<file path="src/rtl/ram_2p_ctrl.sv">
// ============================================================================
// Module  : ram_2p_ctrl
// Purpose : Two-port bus front end for a 32-bit true dual-port RAM. It decodes
//           the address range, arbitrates same-word collisions and
//           forces port B through after repeated stalls.
// Revision: 1.0 - initial release
// ============================================================================
`default_nettype none

module ram_2p_ctrl #(
    parameter int          SIZE      = 4096,
    parameter int          AW        = 12,
    parameter logic [31:0] BASE_ADDR = 32'h0000_0000,
    parameter int          MAX_STALL = 4
) (
    input  logic          clk_i,
    input  logic          rst_i,

    input  logic          a_req_i,
    input  logic [31:0]   a_addr_i,
    input  logic          a_we_i,
    input  logic [3:0]    a_be_i,
    input  logic [31:0]   a_wdata_i,
    output logic          a_gnt_o,
    output logic          a_rvalid_o,
    output logic          a_err_o,
    output logic [31:0]   a_rdata_o,

    input  logic          b_req_i,
    input  logic [31:0]   b_addr_i,
    input  logic          b_we_i,
    input  logic [3:0]    b_be_i,
    input  logic [31:0]   b_wdata_i,
    output logic          b_gnt_o,
    output logic          b_rvalid_o,
    output logic          b_err_o,
    output logic [31:0]   b_rdata_o,

    output logic [AW-1:0] ram_a_addr_o,
    output logic          ram_a_valid_o,
    output logic [3:0]    ram_a_we_o,
    output logic [31:0]   ram_a_data_o,
    input  logic [31:0]   ram_a_data_i,

    output logic [AW-1:0] ram_b_addr_o,
    output logic          ram_b_valid_o,
    output logic [3:0]    ram_b_we_o,
    output logic [31:0]   ram_b_data_o,
    input  logic [31:0]   ram_b_data_i
);

    // offset < 4*SIZE is the same test as offset[31:2] < SIZE
    localparam logic [31:0]   c_size_bytes = 32'(SIZE * 4);
    localparam logic [3:0]    c_max_stall  = 4'(MAX_STALL);
    localparam logic [AW-1:0] c_addr_flip  = AW'(1);

    typedef enum logic [0:0] {
        NORMAL  = 1'b0,
        FORCE_B = 1'b1
    } state_e;

    state_e     state_q, state_d;
    logic [3:0] stall_q, stall_d;

    logic       a_rvalid_q, a_err_q;
    logic       b_rvalid_q, b_err_q;

    logic [31:0]   w_a_offset, w_b_offset;
    logic          w_a_inrange, w_b_inrange;
    logic [AW-1:0] w_a_word, w_b_word;
    logic          w_collision;

    assign w_a_offset  = a_addr_i - BASE_ADDR;
    assign w_b_offset  = b_addr_i - BASE_ADDR;
    assign w_a_inrange = (a_addr_i >= BASE_ADDR) && (w_a_offset < c_size_bytes);
    assign w_b_inrange = (b_addr_i >= BASE_ADDR) && (w_b_offset < c_size_bytes);
    assign w_a_word    = w_a_offset[AW+1:2];
    assign w_b_word    = w_b_offset[AW+1:2];

    // Grants are suppressed while reset is asserted, independent of the clock
    assign a_gnt_o       = a_req_i && (state_q == NORMAL) && !rst_i;
    assign ram_a_valid_o = a_gnt_o && w_a_inrange;
    assign ram_a_we_o    = (ram_a_valid_o && a_we_i) ? a_be_i : 4'b0000;
    assign ram_a_data_o  = a_wdata_i;

    assign w_collision   = b_req_i && w_b_inrange && ram_a_valid_o
                           && (w_a_word == w_b_word);

    assign b_gnt_o       = b_req_i && !w_collision && !rst_i;
    assign ram_b_valid_o = b_gnt_o && w_b_inrange;
    assign ram_b_we_o    = (ram_b_valid_o && b_we_i) ? b_be_i : 4'b0000;
    assign ram_b_data_o  = b_wdata_i;

    // Idle port A is parked on a different word than port B
    assign ram_b_addr_o  = w_b_word;
    assign ram_a_addr_o  = ram_a_valid_o ? w_a_word : (w_b_word ^ c_addr_flip);

    always_comb begin
        state_d = state_q;
        stall_d = 4'd0;
        if (w_collision) begin
            stall_d = stall_q + 4'd1;
        end
        if (state_q == FORCE_B) begin
            state_d = NORMAL;
        end else if (stall_d == c_max_stall) begin
            state_d = FORCE_B;
            stall_d = 4'd0;
        end
    end

    always_ff @(posedge clk_i or posedge rst_i) begin
        if (rst_i) begin
            state_q    <= NORMAL;
            stall_q    <= 4'd0;
            a_rvalid_q <= 1'b0;
            a_err_q    <= 1'b0;
            b_rvalid_q <= 1'b0;
            b_err_q    <= 1'b0;
        end else begin
            state_q    <= state_d;
            stall_q    <= stall_d;
            a_rvalid_q <= a_gnt_o;
            a_err_q    <= a_gnt_o && !w_a_inrange;
            b_rvalid_q <= b_gnt_o;
            b_err_q    <= b_gnt_o && !w_b_inrange;
        end
    end

    assign a_rvalid_o = a_rvalid_q;
    assign a_err_o    = a_rvalid_q && a_err_q;
    assign a_rdata_o  = (a_rvalid_q && !a_err_q) ? ram_a_data_i : 32'h0;

    assign b_rvalid_o = b_rvalid_q;
    assign b_err_o    = b_rvalid_q && b_err_q;
    assign b_rdata_o  = (b_rvalid_q && !b_err_q) ? ram_b_data_i : 32'h0;

endmodule

`default_nettype wire
</file>
<file path="config.mk">
export PLATFORM = sky130hd
export DESIGN_NAME = ram_2p_ctrl
export DESIGN_NICKNAME = d
export VERILOG_FILES = /design/src/rtl/ram_2p_ctrl.sv
export SDC_FILE = /design/constraint.sdc
export NUM_CORES = 1
export LEC_CHECK = 0
export ABC_AREA = 1
export CAP_MARGIN = 0
export CORE_AREA = 5 5 142 144
export CTS_BUF_LIST = sky130_fd_sc_hd__clkbuf_8
export DETAILED_ROUTE_END_ITERATION = 8
export DIE_AREA = 0 0 147 149
export SLEW_MARGIN = 10
export SYNTH_ARGS = -nofsm -noshare
export SYNTH_HDL_FRONTEND = slang
export SYNTH_SLANG_ARGS = --single-unit
</file>
<file path="constraint.sdc">
create_clock -name clk_i -period 5.6 [get_ports clk_i]
set_input_delay 1.4 -clock clk_i [delete_from_list [all_inputs] [get_ports clk_i]]
set_output_delay 1.4 -clock clk_i [all_outputs]
set_load 0.02 [all_outputs]
</file>
Yosys cells after proc, flatten, opt, wreduce, memory -nomap -nowiden:

Cells that the tools add are included.

* register bits: 9
* bits of input ports: 206
* word-level logic and storage cells: 50

* add/subtract/negate cells: 1
* $lt $le $gt $ge: 4
* equality and inequality tests: 2
* mux-type cells: 10
* bitwise operators: 2
* reductions and logical operators: 25

Operators with widths (number)
* 32-bit by 1-bit greater-or-equal comparator with 1-bit output, second input constant: 2
* 32-bit by 15-bit less-than comparator with 1-bit output, second input constant: 2
* 32-bit 2-to-1 mux: 2
* 4-bit 2-to-1 mux: 5
* 1-bit logical AND: 19
* 12-bit equality test: 1
* 12-bit 2-to-1 mux: 1
* 1-bit zero test: 6
* 4-bit by 1-bit adder with 4-bit output, second input constant: 1
* 4-bit by 3-bit equality test with 1-bit output, second input constant: 1
* 1-bit 2-to-1 mux: 2
* 1-bit NOT: 2

Depth between registers and ports, before layout:

Gate-level depths: netlist of the first run.

* depth after elaboration: 12
* mapped depth: 10

Worst setup path before layout of the first run:

No wires, ideal clock.

* path type: input -> output
* start: input rst_i
* end: output ram_a_addr_o[10]
* arrival: 2576 ps
* required time: 4200 ps
* slack: 1624 ps
* stages on the path: 5
* path through: inv_1 > nand3_1 > nor2_8 > buf_2 > o21ai_0

* longest elaborated chain between the ends: 4

Ends and longest elaborated chain
* start: declaration: line 17 `input logic rst_i,`
* 1-bit zero test (no line)
* 1-bit logical AND: line 81 `assign a_gnt_o = a_req_i && (state_q == NORMAL) && !rst_i;`
* 1-bit logical AND: line 82 `assign ram_a_valid_o = a_gnt_o && w_a_inrange;`
* named net ram_a_valid_o: line 40 `output logic ram_a_valid_o,`
* 12-bit 2-to-1 mux: line 96 `assign ram_a_addr_o = ram_a_valid_o ? w_a_word : (w_b_word ^ c_addr_flip);`
* end: declaration: line 39 `output logic [AW-1:0] ram_a_addr_o,`

The timed path passes the listed nets, and every way through them passes these cells.

Worst setup path in the final report of the first run:

* start: input a_addr_i[18]
* end: output ram_a_addr_o[7]

* longest elaborated chain between the ends: 4
* elaborated cells on any way between the ends: 5
* those cells by class: order compare: 2; mux: 1; reduce/logical: 2

Ends and longest elaborated chain
* start: declaration: line 20 `input logic [31:0] a_addr_i,`
* 32-bit by 1-bit greater-or-equal comparator with 1-bit output or 32-bit by 15-bit less-than comparator with 1-bit output (tied branches): line 75 `assign w_a_inrange = (a_addr_i >= BASE_ADDR) && (w_a_offset < c_size_bytes);`
* 1-bit logical AND (*): line 75
* 1-bit logical AND (*): line 82
* 12-bit 2-to-1 mux (*): line 96

Every way passes the cells marked *; elsewhere a longest branch is shown, timed or not.

==> results of run 1 <==
-- cell families after synthesis --
family | Yosys count
simple gates | 182
fa+ha+maj | 1
buf+inv | 189
compound gates | 14
flops | 9
xor+xnor | 2
-- power groups by stage --
stage               Clock (mW)  Sequential, mW  Combinational, mW
floorplan                    0          0.0694              0.153
global placement             0          0.0693              0.245
detailed placement           0          0.0692              0.246
CTS                     0.0743          0.0682              0.247
global route            0.0767          0.0686              0.263
finish                  0.0715          0.0681              0.242
-- cell type report --
type | count | area [sq um]
clock buffers | 3 | 41.29
clock inverters | 1 | 3.754
fillers | 2104 | 14330
inverters | 105 | 394.1
multi-input cells | 199 | 863.3
flip-flops and latches | 9 | 225.2
well taps | 234 | 292.8
repair buffers | 243 | 2427
-- critical path: stages --
cell	delay, ps
clkdlybuf4s50_1	390
nor2_1	160
nand2_1	80
nor2_2	160
nand3_4	120
nor2_8	230
buf_4	220
nor2_1	50
a21oi_1	130
clkdlybuf4s50_1	630
-- registers in the layout, indices dropped and copies added, names as in the netlist --
register    count
state_q         1
b_err_q         1
b_rvalid_o      1
stall_q         4
a_rvalid_o      1
a_err_q         1
-- per-stage QoR --
stage,instances,area (sq um)
after CTS,794,4248
after detailed placement,790,4203
after floorplan,397,2088
final,794,4248
after global placement,790,4203
after global routing,794,4248
-- cell usage after synthesis, drive strengths merged --
cell type  count  share of area
a21oi          3         0.0090
and2           1         0.0030
buf           78           0.28
clkbuf         6          0.011
dfrtp          9           0.11
ha             1         0.0060
inv          105           0.19
nand2         60           0.11
nand3          4          0.016
nand4          2          0.013
nor2         110           0.21
nor3           1         0.0024
nor3b          1         0.0036
o211ai         1         0.0036
o21ai         10          0.024
or2            3         0.0090
xor2           2         0.0084
-- worst paths after layout --
path,slack [ps],start,endpoint,cells after the start
min,490,stall_q[0],stall_q[0],1
min reg2reg,490,stall_q[0],stall_q[0],1
max reg2reg,4200,state_q,stall_q[2],7
min in group asynchronous,1570,rst_i,a_err_q,3
max in group asynchronous,3890,rst_i,b_rvalid_o,3
max,620,a_addr_i[18],ram_a_addr_o[7],10
-- per-layer routing --
metal / up-vias / track usage
li1: 1356 / -
met1: 1038 / 0.07568
met2: 204 / 0.1274
met3: 12 / 0.05561
met4: 0 / 0.01072
met5: - / 0.01136
==> metrics.yaml, run 1 <==
pwr-share-comb: 0.635
status: "finished, final reports clean"
syn2layout_area_growth_pct: 103.4
setup_tns_ps: 0
ctsHoldBuffers: 0
clk_path_buf_depth: 2
ys_seq_elements: 9
cts_resized: 0
post_drt_wl_per_cell_microns: 11.60
gp_congestion: 0.7526
fin_util: 0.2286
leakagePower_nw: 2.060
slew_headroom: 0.2914
peakVddDrop_mv: 0.05069
diodes: 0
yosysSeqAreaShare: 0.1078
syn_area_sq_um: 2088
layout_setup_ws_ps: 618.9
overflow: 0
cts_setup_buffers: 0
start_util: 0.1124
synthesis.nets: 604
port_buffers: 241
dr_wl_met3_mm: 1.608
via_per_inst: 3.287
grt_pass1_vias: 2639
clk_pin_slew_ps: 40
topRoutingLayerUsed: "met4"
ant_nets: 0
criticalPathCategory: "input port to output pin"
drv_cap: 0
first_pass_iters: 4
p_per_area_nw_per_um2: 89.94
synth.area.mux_share: 0
htree_num_levels: 1
period_share: 0.8895
synth_compound_area_frac: 0.03655
yosysWarnings: 0
end_kind: "output pin"
place_hpwl_mm: 8.375
final_common_cell: "clkdlybuf4s50_1"
final_cell_mix: "clkdlybuf4s50_1 (241), nor2_1 (107), inv_1 (105)"
clk_latency_ps: 230
hold_slack_ps: 488.8
wl_mm: 9.212
synth_cell_types: 25
cts-root-buf: "clkbuf_8"
core.rowCount: 50
place_ws_ps: 572.0
maxSlewViolCount: 0
cts.sinks: 9
setup_viol: 0
num_vias: 2610
power_switching_uw: 123.3
internal-power_uw: 258.8
worstSetupStartpointType: "input port"
drive_gt1_frac: 0.02500
grt_max_degree: 33
total_power_uw: 382.1
worstPathArrival_ps: 3580
core_sq_um: 18580
tightest_slew_ps: 1060
max_freq_mhz: 200.8
synth_top_family_by_area: "buffers and inverters"
wl_met1_mm: 3.290
required_ps: 4200
power_frac_seq: 0.178
p_sw_frac: 0.3227
layout.nets: 768
die_area_sq_um: 21900
fin_skew_ps: 2.186
grt.total_usage: 0.07510
syn_inst: 397
crit_path_max_fanout: 16
hold_violations: 0
drc: 0
synthXorXnorAreaFrac: 0.008388
io_pins: 374
synth_fa_ha_area_frac: 0.005992
p_clk_frac: 0.187
cts_made_buffers: 3
rsz0062_at_grt: "false"
met2_length_mm: 4.263
hold_class: "flip-flop to flip-flop"
antenna_found_initial: 0
die_x_microns: 147
drt-initial-drc-count: 53
synth-simple-area-share: 0.3625
fp.dieH_microns: 149
period_needed_ps: 4981
synth.avg_cell_area_sq_um: 5.260
cts_tree: "yes"
grt_pass1_wl_mm: 13.34
(Power assumes the default switching activity.)
==> run 2: changes to the inputs <==
Settings changed: CORE_AREA 5 5 142 144 to 5 5 143 145, DIE_AREA 0 0 147 149 to 0 0 148 150.
Clock period 5.6 ns to 4.3 ns, I/O delays scaled along.
==> metrics.yaml, run 2 (synthesis gave the netlist of run 1 again) <==
status: "finished, final reports clean"
layout.nets: 773
max_freq_mhz: 239.2
p_sw_frac: 0.3356
max_stage_delay_ps: 610
timing.reg2reg.setup_slack_ps: 2760
drive_gt1_frac: 0.03540
busiest_layer: "met2"
first_pass_iters: 4
grt_pass1_wl_mm: 13.10
p_per_area_nw_per_um2: 117.6
die_area_sq_um: 22200
slew_headroom: 0.3681
multi_input_area_sq_um: 874.6
final_cell_mix: "clkdlybuf4s50_1 (227), nor2_1 (107), inv_1 (104)"
ant_nets: 0
pwr-share-comb: 0.618
cts_setup_buffers: 0
antenna_found_initial: 0
dp_cells: 798
htree_num_levels: 1
period_needed_ps: 4180
setup_tns_ps: 0
core_sq_um: 19080
power_switching_uw: 170.8
tightest_slew_ps: 945.6
overflow: 0
reg2reg_from: "state_q"
hold_class: "flip-flop to flip-flop"
post_drt_wl_per_cell_microns: 11.52
diodes: 0
clk_pin_slew_ps: 50
largest_reg_flops: 4
cts.sinks: 9
crit_path_max_fanout: 8
regMostFlops: "stall_q"
cts_made_buffers: 3
port_buffers: 241
leakagePower_nw: 2.281
regArea_sq_um: 225.2
clk_path_buf_depth: 2
worstHoldPathCells: 1
via_per_inst: 3.289
start_util: 0.1094
num_vias: 2641
cts-root-buf: "clkbuf_8"
holdPathEnd: "stall_q[0]"
drt-initial-drc-count: 52
ff2ff_path_depth: 8
clk_latency_ps: 240
grt_use_met2: 0.1165
total_power_uw: 508.9
die_x_microns: 148
peakVddDrop_mv: 0.07032
finalNonFillerCells: 803
io_pins: 374
rsz0062_at_grt: "false"
gp_congestion: 0.7288
maxSlewViolCount: 0
syn2layout_area_growth_pct: 107.2
grt_pass1_vias: 2506
drc: 0
worstPathArrival_ps: 3110
cts_tree: "yes"
fp.dieH_microns: 150
criticalPathCategory: "input port to output pin"
p_clk_frac: 0.209
place_hpwl_mm: 8.315
grt_max_degree: 33
end_kind: "output pin"
hold_violations: 0
grtUsageMet1: 0.07668
wl_mm: 9.253
core.rowCount: 51
power_frac_seq: 0.174
met3_usage: 0.05633
nFillCells: 2151
internal-power_uw: 338.1
drv_cap: 0
setup_viol: 0
fin_skew_ps: 3.931
worst_path_max_delay_cell: "clkdlybuf4s50_1"
required_ps: 3220
final_common_cell: "clkdlybuf4s50_1"
period_share: 0.9722
worstSetupStartpointType: "input port"
hold_path.startpoint: "stall_q[0]"
grt.total_usage: 0.07435
path_cells: "clkdlybuf4s50_1 > nor2_1 > nand2_1 > nor2_2 > nand3_4 > nor2_8 > nand2_1 > nor2_1 > clkdlybuf4s50_1"
r2r-end: "stall_q[2]"
==> run 2: changes by cell type in the layout (fill, tap and decap cells not counted) <==
cell / delta
dlymetal6s2s_1: +13
clkdlybuf4s50_1: -14
clkinv_2: +1
buf_4: +4
nor2_4: +1
dlygate4sd2_1: +1
inv_1: -1
==> run 2: layer usage <==
layer / vias up / wire [microns]
met2: 202 / 4093
li1: 1374 / -
met1: 1048 / 3300
met3: 17 / 1705
met4: 0 / 153
met5: - / 0
==> run 2: power by group through the flow <==
stage	logic, mW	registers (mW)	clock network, mW
4_1_cts	0.319	0.0884	0.117
6_report	0.314	0.0884	0.106
3_3_place_gp	0.317	0.0899	0
3_5_place_dp	0.318	0.0899	0
5_1_grt	0.341	0.0887	0.117
2_1_floorplan	0.199	0.0904	0
==> run 2: layout make-up <==
cell class                      instances  area share
Timing Repair Buffer                  247      0.5752
Multi-Input combinational cell        200      0.2021
Inverter                              105     0.09109
Tap cell                              238     0.06883
Sequential cell                         9     0.05205
Clock buffer                            3    0.009543
Clock inverter                          1    0.001157
==> run 2: worst max-delay path by stage <==
| stage | start | to | cells after the start |
|---|---|---|---|
| 4_1_cts | a_addr_i[21] | ram_a_addr_o[3] | 10 |
| 2_1_floorplan | rst_i | ram_a_addr_o[10] | 5 |
| 3_5_place_dp | a_addr_i[21] | ram_a_addr_o[7] | 10 |
| 6_report | a_addr_i[21] | ram_a_we_o[3] | 9 |
| 5_1_grt | a_addr_i[21] | ram_a_addr_o[11] | 9 |
| 3_3_place_gp | a_addr_i[21] | ram_a_addr_o[7] | 10 |
==> run 2: through the flow <==
step                      area, sq um  worst slack [ps]  utilization  hold WS (ps)
after floorplan                  2088             973.9            -         443.7
after global placement           4238             3.286       0.2221         468.1
after detailed placement         4238            -1.297       0.2221         479.6
after CTS                        4283             7.775       0.2245         487.3
after global routing             4327             9.267       0.2268         505.5
final                            4327             119.7       0.2268         479.3
==> run 2: critical path: cells and delay by family <==
kind | cells | cell delay (ps)
buf+inv | 2 | 1000
simple gates | 7 | 1030
==> run 2: timing repair <==
action | CTS | global route
setup endpoints to repair | 1 | 13
resized for setup | 1 | 13
pin swaps | 0 | 1
hold buffers | 0 | 0
cloned | 0 | 1
==> run 3: changes to the inputs <==
Settings changed: SETUP_SLACK_MARGIN set to 0.02, SKIP_LAST_GASP set to 1.
==> metrics.yaml, run 3 (synthesis gave the netlist of run 1 again) <==
via_per_inst: 3.289
cts_setup_buffers: 0
slew_headroom: 0.3681
hold_violations: 0
cts_tree: "yes"
drc: 0
largest_reg_flops: 4
post_drt_wl_per_cell_microns: 11.52
cts-root-buf: "clkbuf_8"
setup_tns_ps: 0
tightest_slew_ps: 945.6
maxSlewViolCount: 0
first_pass_iters: 4
place_hpwl_mm: 8.315
diodes: 0
final_cell_mix: "clkdlybuf4s50_1 (225), nor2_1 (107), inv_1 (104)"
syn2layout_area_growth_pct: 107.1
max_stage_delay_ps: 630
worstPathArrival_ps: 3070
max_freq_mhz: 241.1
core_sq_um: 19080
drv_cap: 0
core.rowCount: 51
start_util: 0.1094
die_x_microns: 148
grt_pass1_vias: 2506
ant_nets: 0
peakVddDrop_mv: 0.07032
period_needed_ps: 4147
port_buffers: 241
num_vias: 2641
rsz0062_at_grt: "false"
fp.dieH_microns: 150
dp_cells: 798
clk_pin_slew_ps: 50
overflow: 0
p_per_area_nw_per_um2: 117.5
drt-initial-drc-count: 59
clk_latency_ps: 240
regMostFlops: "stall_q"
cts.sinks: 9
status: "finished, final reports clean"
finalNonFillerCells: 803
hold_class: "flip-flop to flip-flop"
grt_max_degree: 33
worstSetupStartpointType: "input port"
drive_gt1_frac: 0.03540
antenna_found_initial: 0
layout.nets: 773
criticalPathCategory: "input port to output pin"
setup_viol: 0
critPathTopFamily: "buffers and inverters"
path_cells: "clkdlybuf4s50_1 > nor2_1 > nand2_1 > nor2_2 > nand3_4 > nor2_4 > nor2_1 > a21oi_1 > clkdlybuf4s50_1"
fin_skew_ps: 3.931
cts_made_buffers: 3
crit_path_max_fanout: 8
final_common_cell: "clkdlybuf4s50_1"
leakagePower_nw: 2.293
ctsHoldBuffers: 0
clk_path_buf_depth: 2
period_share: 0.9645
worst_path_max_delay_cell: "clkdlybuf4s50_1"
end_kind: "output pin"
gp_congestion: 0.7288
grt_pass1_wl_mm: 13.10
required_ps: 3220
grt.total_usage: 0.07435
wl_mm: 9.253
htree_num_levels: 1
critPathBufInv: 2
die_area_sq_um: 22200
io_pins: 374
==> run 3: cell count changes in the layout (fill, tap and decap cells not counted) <==
| cell | change |
|---|---|
| dlygate4sd2_1 | +2 |
| clkdlybuf4s50_1 | -2 |
==> run 3: repair_timing <==
action | CTS | global route
pin swaps | 0 | 1
endpoints found under the setup margin | 3 | 13
resized for setup | 3 | 13
gates cloned | 0 | 1
endpoints found under the hold margin | 0 | 0
==> run 3: worst paths after layout <==
path	from	end	slack, ps	depth (start not counted)
max	a_addr_i[21]	ram_a_addr_o[9]	150	9
min	stall_q[0]	stall_q[0]	480	1
max reg2reg	state_q	stall_q[2]	2760	8
min reg2reg	stall_q[0]	stall_q[0]	480	1
max in group asynchronous	rst_i	stall_q[0]	2920	3
min in group asynchronous	rst_i	stall_q[1]	1230	3
==> run 3: area by class of cell <==
class	instances	area (sq um)
fillers	2149	14760
repair buffers	247	2486
multi-input cells	200	874.6
inverters	105	394.1
well taps	238	297.8
flip-flops and latches	9	225.2
clock buffers	3	41.29
clock inverters	1	5.005
==> run 3: per-layer routing <==
metal | part of all wire | wire length (microns) | track usage
met1 | 0.36 | 3291 | 0.07668
met2 | 0.44 | 4092 | 0.1165
met3 | 0.19 | 1716 | 0.05633
met4 | 0.017 | 153 | 0.02587
met5 | 0 | 0 | 0
==> run 3: metrics by stage <==
| stage | setup slack [ps] | hold slack, ps | instance area (sq um) | power, mW | util |
|---|---|---|---|---|---|
| 6_report | 152.8 | 479.3 | 4324 | 0.5082 | 0.2266 |
| 3_5_place_dp | -1.297 | 479.6 | 4238 | 0.4083 | 0.2221 |
| 2_1_floorplan | 973.9 | 443.7 | 2088 | 0.2898 | - |
| 5_1_grt | 47.73 | 505.5 | 4324 | 0.5468 | 0.2266 |
| 3_3_place_gp | 3.286 | 468.1 | 4238 | 0.4073 | 0.2221 |
| 4_1_cts | 25.94 | 487.3 | 4280 | 0.5243 | 0.2243 |
==> run 3: where the power goes <==
| part | internal (mW) | switching [mW] | leakage, nW | total (mW) |
|---|---|---|---|---|
| Sequential | 0.0867 | 0.00166 | 0.121 | 0.0884 |
| Clock | 0.0639 | 0.0423 | 0.0255 | 0.106 |
| Combinational | 0.187 | 0.127 | 2.15 | 0.314 |
| Total | 0.338 | 0.171 | 2.29 | 0.508 |
